## config.mk

```make
export PLATFORM = sky130hd
export DESIGN_NAME = cache_mem_arbiter
export DESIGN_NICKNAME = d
export VERILOG_FILES = /design/src/rtl/cache_mem_arbiter.sv
export SDC_FILE = /design/constraint.sdc
export NUM_CORES = 1
export LEC_CHECK = 0
export CAP_MARGIN = 0
export CORE_AREA = 8 8 389 391
export DETAILED_ROUTE_END_ITERATION = 10
export DIE_AREA = 0 0 397 399
export PLACE_DENSITY_LB_ADDON = 0.12
export SETUP_SLACK_MARGIN = 0.3
export SLEW_MARGIN = 20
export SYNTH_ARGS = -nofsm -noshare
export SYNTH_HDL_FRONTEND = slang
export SYNTH_SLANG_ARGS = --single-unit
```

## constraint.sdc

```tcl
create_clock -name clk -period 5.1 [get_ports clk]
set_input_delay 1.02 -clock clk [delete_from_list [all_inputs] [get_ports clk]]
set_output_delay 1.02 -clock clk [all_outputs]
set_load 0.005 [all_outputs]
```

## src/rtl/cache_mem_arbiter.sv

```systemverilog
// Arbitrates I-cache and D-cache line misses onto one burst memory port,
// splitting each 256-bit line into BEATS beats of BURST_WIDTH bits.
module cache_mem_arbiter #(
  parameter int unsigned BURST_WIDTH = 64,
  parameter int unsigned BEATS       = 4
) (
  input  logic                           clk,
  input  logic                           rst,
  input  logic                           i_pmem_read,
  input  logic [31:0]                    i_pmem_address,
  output logic [BURST_WIDTH*BEATS-1:0]   i_pmem_rdata,
  output logic                           i_pmem_resp,
  input  logic                           d_pmem_read,
  input  logic                           d_pmem_write,
  input  logic [31:0]                    d_pmem_address,
  input  logic [BURST_WIDTH*BEATS-1:0]   d_pmem_wdata,
  output logic [BURST_WIDTH*BEATS-1:0]   d_pmem_rdata,
  output logic                           d_pmem_resp,
  output logic                           mem_read,
  output logic                           mem_write,
  output logic [31:0]                    mem_address,
  output logic [BURST_WIDTH-1:0]         mem_burst_o,
  input  logic [BURST_WIDTH-1:0]         mem_burst_i,
  input  logic                           mem_resp
);

  localparam int unsigned CNT_W     = (BEATS > 1) ? $clog2(BEATS) : 1;
  localparam logic [31:0] LINE_MASK = ~32'h0000_001F;

  typedef enum logic [2:0] {
    IDLE, I_READ, D_READ, D_WRITE, I_DONE, D_DONE
  } state_e;

  state_e                               state_q, state_d;
  logic [CNT_W-1:0]                     cnt_q, cnt_d;
  logic [BEATS-1:0][BURST_WIDTH-1:0]    line_q, line_d;
  logic [31:0]                          addr_q, addr_d;
  logic                                 last_d_q, last_d_d;

  logic i_req, d_req, cnt_last, grant_d;

  assign i_req    = i_pmem_read;
  assign d_req    = d_pmem_read | d_pmem_write;
  assign cnt_last = (cnt_q == CNT_W'(BEATS - 1));
  // D wins when alone, or when both request and I was granted last
  assign grant_d  = d_req & (~i_req | ~last_d_q);

  always_ff @(posedge clk) begin
    if (rst) begin
      state_q  <= IDLE;
      cnt_q    <= '0;
      line_q   <= '0;
      addr_q   <= '0;
      last_d_q <= 1'b0;
    end else begin
      state_q  <= state_d;
      cnt_q    <= cnt_d;
      line_q   <= line_d;
      addr_q   <= addr_d;
      last_d_q <= last_d_d;
    end
  end

  always_comb begin
    state_d  = state_q;
    cnt_d    = cnt_q;
    line_d   = line_q;
    addr_d   = addr_q;
    last_d_d = last_d_q;
    unique case (state_q)
      IDLE: begin
        if (grant_d) begin
          state_d  = d_pmem_write ? D_WRITE : D_READ;
          addr_d   = d_pmem_address & LINE_MASK;
          cnt_d    = '0;
          last_d_d = 1'b1;
          if (d_pmem_write) line_d = d_pmem_wdata;
        end else if (i_req) begin
          state_d  = I_READ;
          addr_d   = i_pmem_address & LINE_MASK;
          cnt_d    = '0;
          last_d_d = 1'b0;
        end
      end
      I_READ, D_READ, D_WRITE: begin
        if (mem_resp) begin
          if (state_q != D_WRITE) line_d[cnt_q] = mem_burst_i;
          if (cnt_last) begin
            cnt_d = '0;
            unique case (state_q)
              I_READ:  state_d = I_DONE;
              default: state_d = D_DONE;
            endcase
          end else begin
            cnt_d = cnt_q + CNT_W'(1);
          end
        end
      end
      I_DONE, D_DONE: state_d = IDLE;
      default:        state_d = IDLE;
    endcase
  end

  assign mem_read     = (state_q == I_READ) || (state_q == D_READ);
  assign mem_write    = (state_q == D_WRITE);
  assign mem_address  = (mem_read || mem_write) ? addr_q : '0;
  assign mem_burst_o  = line_q[cnt_q];
  assign i_pmem_resp  = (state_q == I_DONE);
  assign d_pmem_resp  = (state_q == D_DONE);
  assign i_pmem_rdata = line_q;
  assign d_pmem_rdata = line_q;

endmodule

```

* Word level (Yosys, flattened, before mapping) *
Cells that the tools add are included.
W data, S select, Z words.

operators by class
  add/subtract/negate cells = 1
  magnitude comparators = 2
  equality and inequality tests = 13
  mux-type cells = 27
  bitwise operators = 5
  reduce and logical (&&, ||, !) cells = 11

operators by type and width
  cell                  count
  $mux W256             4
  $pmux W256 S2         1
  $bwmux W256           1
  $bmux W64 S2          1
  $demux W64 S2         1
  $mux W64              2
  $mux W32              3
  $mux W3               4
  $ne A2 B2 Y1 const B  5
  $mux W2               4
  $eq A3 B2 Y1 const B  2
  $eq A3 B3 Y1 const B  2
  $pmux W3 S2           1
  $reduce_and A3 Y1     2
  $reduce_and A5 Y1     1
  $mux W1               4
  $pmux W2 S2           1
  $reduce_bool A2 Y1    2
  $eq A3 B1 Y1 const B  1
  $logic_not A3 Y1      1
  $lt A2 B3 Y1 const B  1
  $ne A3 B2 Y1 const B  1
  $ne A3 B3 Y1 const B  1
  $reduce_or A3 Y1      1
  other kinds (9)       12

storage, ports and cells
  bits in registers = 294
  input bits = 390
  output and inout bits = 612
  logic and storage cells = 67

* Logic depth before layout (Yosys ltp) *
  word-level depth = 8
  gate-level depth with buffers = 10
  mapped depth without buffers = 6

* Worst setup path before layout *
Ideal clock, no wire load.

  path type = register to output
  from = register cnt_q[1]
  to = output port mem_burst_o[17]
  data arrival time = 1.690 ns
  required time = 4.080 ns
  setup slack = 2.390 ns
  cell stages (with the launch flop) = 4
  path buffers = 2
  cells stage by stage = dfxtp_1 buf_1 buf_2 mux4_2

on the way
  word-level cells in the longest chain between the ends = 2

ends and longest elaborated chain
  item                            RTL line  source
  start, declared                 35        logic [CNT_W-1:0] cnt_q, cnt_d;
  start signal, assigned          57        cnt_q <= cnt_d;
  $bmux W64 S2                    107       assign mem_burst_o = line_q[cnt_q];
  $mux W64 (not written as such)  107
  end, declared                   22        output logic [BURST_WIDTH-1:0] mem_burst_o,

Every way passes these cells. The select of a mux whose other input is x is not followed.

* Worst setup path in the final report *
  from = register cnt_q[1]
  to = output port mem_burst_o[39]

The elaborated chain is that of the path after synthesis.

==> key figures <==
Outcome
  • Status: finished, final reports clean

Yosys
  • Synth Area in XOR/XNOR: 0.04913%
  • Post-synth top flop: dfxtp_1
  • Sequential share of the synthesized area: 32.45%
  • Simple-gate share of the synthesized area: 20.33%
  • Synth top area cells: dfxtp_1 (32%), a311oi_2 (15%), buf_4 (12%)
  • Adder-cell share of the synthesized area: 0.2807%
  • Combinational family with the most area after synthesis: compound AO/OA/AOI/OAI gates
  • Synth area leader: dfxtp_1
  • Most frequent cells after synthesis: dfxtp_1 (289), nor2_1 (287), buf_4 (276)
  • Top-count cell post-synth: dfxtp_1
  • Synth top area share: 32.45%
  • Ys async rst share: 0%
  • Post-Syn Instances: 1999
  • Count of cell types in the netlist: 36
  • Mapped cell area: 0.01783 sq mm
  • EDFF count, synth: 0
  • Seq cells post-synth: 289
  • Syn avg cell area: 8.919 sq um
  • Compound-cell area share of the yosys netlist: 20.39%
  • Mux contribution to synthesized area: 9.657%
  • Yosys warns: 0

Placement
  • Placed Cells: 4475
  • GPL Wtd Cong: 0.7958
  • IO Port Bufs: 986
  • Detail Placement HPWL: 87.37 mm

Routing
  • WL per Instance: 25.53 um
  • DRT Pass-1 Iters: 5
  • Final wirelength: 116.7 mm
  • ANT nets after route: 0
  • Initial DRC Count: 880
  • Vias per inst: 3.913
  • Residual DRC: 0
  • Via count: 17880

STA
  • # setup viols final: 0
  • Fmax: 0.2461 GHz
  • Clk_skew: 27.44 ps
  • Worst-Margin Slew: 1330 ps
  • RSZ-0062 raised after global routing: false
  • TNS Setup: 0 ps
  • Final period util: 79.66%
  • Slew margin rel.: 11.35%
  • Hold Fails Final Rpt: 0
  • Final slew viol count: 0
  • WHS: 490.9 ps
  • Post-route minimum period: 4063 ps

Setup path
  • Crit path to: mem_burst_o[39]
  • R2R cell count: 8
  • Arrival @ worst endpoint: 3040 ps
  • Required @ worst endpoint: 4080 ps
  • Worst-path fanout max: 20
  • Critical setup path kind: register to output pin
  • Worst r2r dst: d_pmem_rdata[30]
  • Crit path from: cnt_q[1]
  • Flop2flop setup slack: 1800 ps
  • RR Startpoint: cnt_q[1]
  • Crit start category: register
  • Crit. End Element: output pin

Min path
  • Hold Crit Depth: 2
  • Hold/Removal Path Class: register to register

Layout
  • Nets: 2997
  • Fillers: 15890
  • Share of layout cells above drive strength 1: 13.16%
  • Final core utilization: 20.07%
  • Final Instance Count excl. Fillers: 4570
  • Area Overhead vs Synth: 63.09%

Die
  • Core area: 0.1449 sq mm
  • Die H: 399 um
  • IO Count: 1002
  • Die Wd: 397 um
  • Die area: 0.1584 sq mm
  • Row Count: 140
  • Initial cell density of the core: 12.31%

Clocking
  • Postcts setup bufs: 0
  • Post_cts resized: 0
  • Hold_buf cts: 0
  • Worst skew pair latency: 590 ps
  • Reg clk slew, reported paths: 60 ps
  • CTS tree: done
  • H-tree depth: 2
  • Root Buffer: clkbuf_16
  • CTS sink count: 289
  • Inserted Clock Buffers: 43
  • Clock buffer depth: 3

GRT
  • First-pass GRT wire length: 158.3 mm
  • Largest net degree at the start of global routing: 150
  • Antenna violations before repair: 40
  • Vias in the first global route: 18820
  • Total grt overflow: 0
  • GRT Resource Usage Total: 13.81%

Power
  • Pwr per Cell Area: 629.0 mW/mm^2
  • Leakage Power: 9.297 nW
  • Peak supply drop: 0.5825 mV

Job
  • Max cap viols: 0
cell families after synthesis:
family,count (synthesis)
simple gates,850
buf+inv,465
flops,289
mux,92
compound gates,297
other cells,1
fa+ha+maj,4
xor+xnor,1
per-layer routing:
layer	part of all wire, %	up-vias	GRT usage (%)
met4	2.1	22	4.195
met2	53	617	25.81
li1	-	8188	-
met1	38	8938	15.22
met5	0.12	-	0
met3	6.2	118	3.642
worst max-delay path, stage by stage, from the launching register on:
cell and delay [ps]:
dfxtp_4 720, buf_4 490, mux4_2 640, clkdlybuf4s50_1 510
cells in the final DEF, fill, tap and decap left out, types with 2 or more instances in the layout:
cell type        synthesis  routed
clkinv_2                 0       2
nor3_1                   3       3
clkbuf_1               120      13
dfxtp_1                289     287
a211oi_1                27      27
mux2i_1                 28      28
ha_4                     0       4
a311oi_1                83      83
buf_12                   0      13
nor2_1                 287     287
nand3_1                259     259
clkbuf_16                0      45
and2_1                  27      27
clkdlybuf4s50_1          0     985
a21oi_1                  4       4
clkbuf_8                 0      12
nand3b_1                 4       4
dfxtp_4                  0       2
buf_4                  276      19
diode_2                  0      23
o22ai_4                  0       4
mux4_2                  64      64
inv_1                    2       2
nand2_1                262     262
or3_1                    2       2
conb_1                   1       5
a311oi_2               174     174
layout make-up:
class	instances	area [sq um]	area share [%]
antenna	23	57.56	0.1980
clock buffer	70	1340	4.609
sequential	289	5793	19.92
timing repair buffer	1018	10280	35.35
inverter	2	7.507	0.02582
clock inverter	2	10.01	0.03443
multi-input combinational	1249	9191	31.61
tap	1917	2399	8.249
worst min-delay path by stage:
stage          slack, ps       end     start
2_1_floorplan        450  last_d_q  last_d_q
3_3_place_gp         470  last_d_q  last_d_q
3_5_place_dp         480  last_d_q  last_d_q
4_1_cts              490  last_d_q  last_d_q
5_1_grt              510  last_d_q  last_d_q
6_report             490  last_d_q  last_d_q
flip-flops by register name (all words and copies together) (netlist names):
name / count
state_q: 3
addr_q: 27
cnt_q: 2
d_pmem_rdata: 256
last_d_q: 1
power breakdown:
group          switching [mW]  internal [mW]  leakage, nW
clock network            1.21           1.77        0.664
registers                1.47           3.18         2.39
logic                    5.42           5.22         6.24
total                    8.11           10.2         9.30
through the flow:
| step | power [mW] | cell area (sq um) | worst slack (ps) |
|---|---|---|---|
| 4_1_cts | 18.92 | 29020 | 856.1 |
| 2_1_floorplan | 10.13 | 17840 | 2390 |
| 6_report | 18.29 | 29080 | 1037 |
| 3_5_place_dp | 15.76 | 27670 | 1571 |
| 3_3_place_gp | 15.69 | 27650 | 1556 |
| 5_1_grt | 19.60 | 29060 | 821.6 |
No activity file was read; power rests on OpenSTA's default activity.
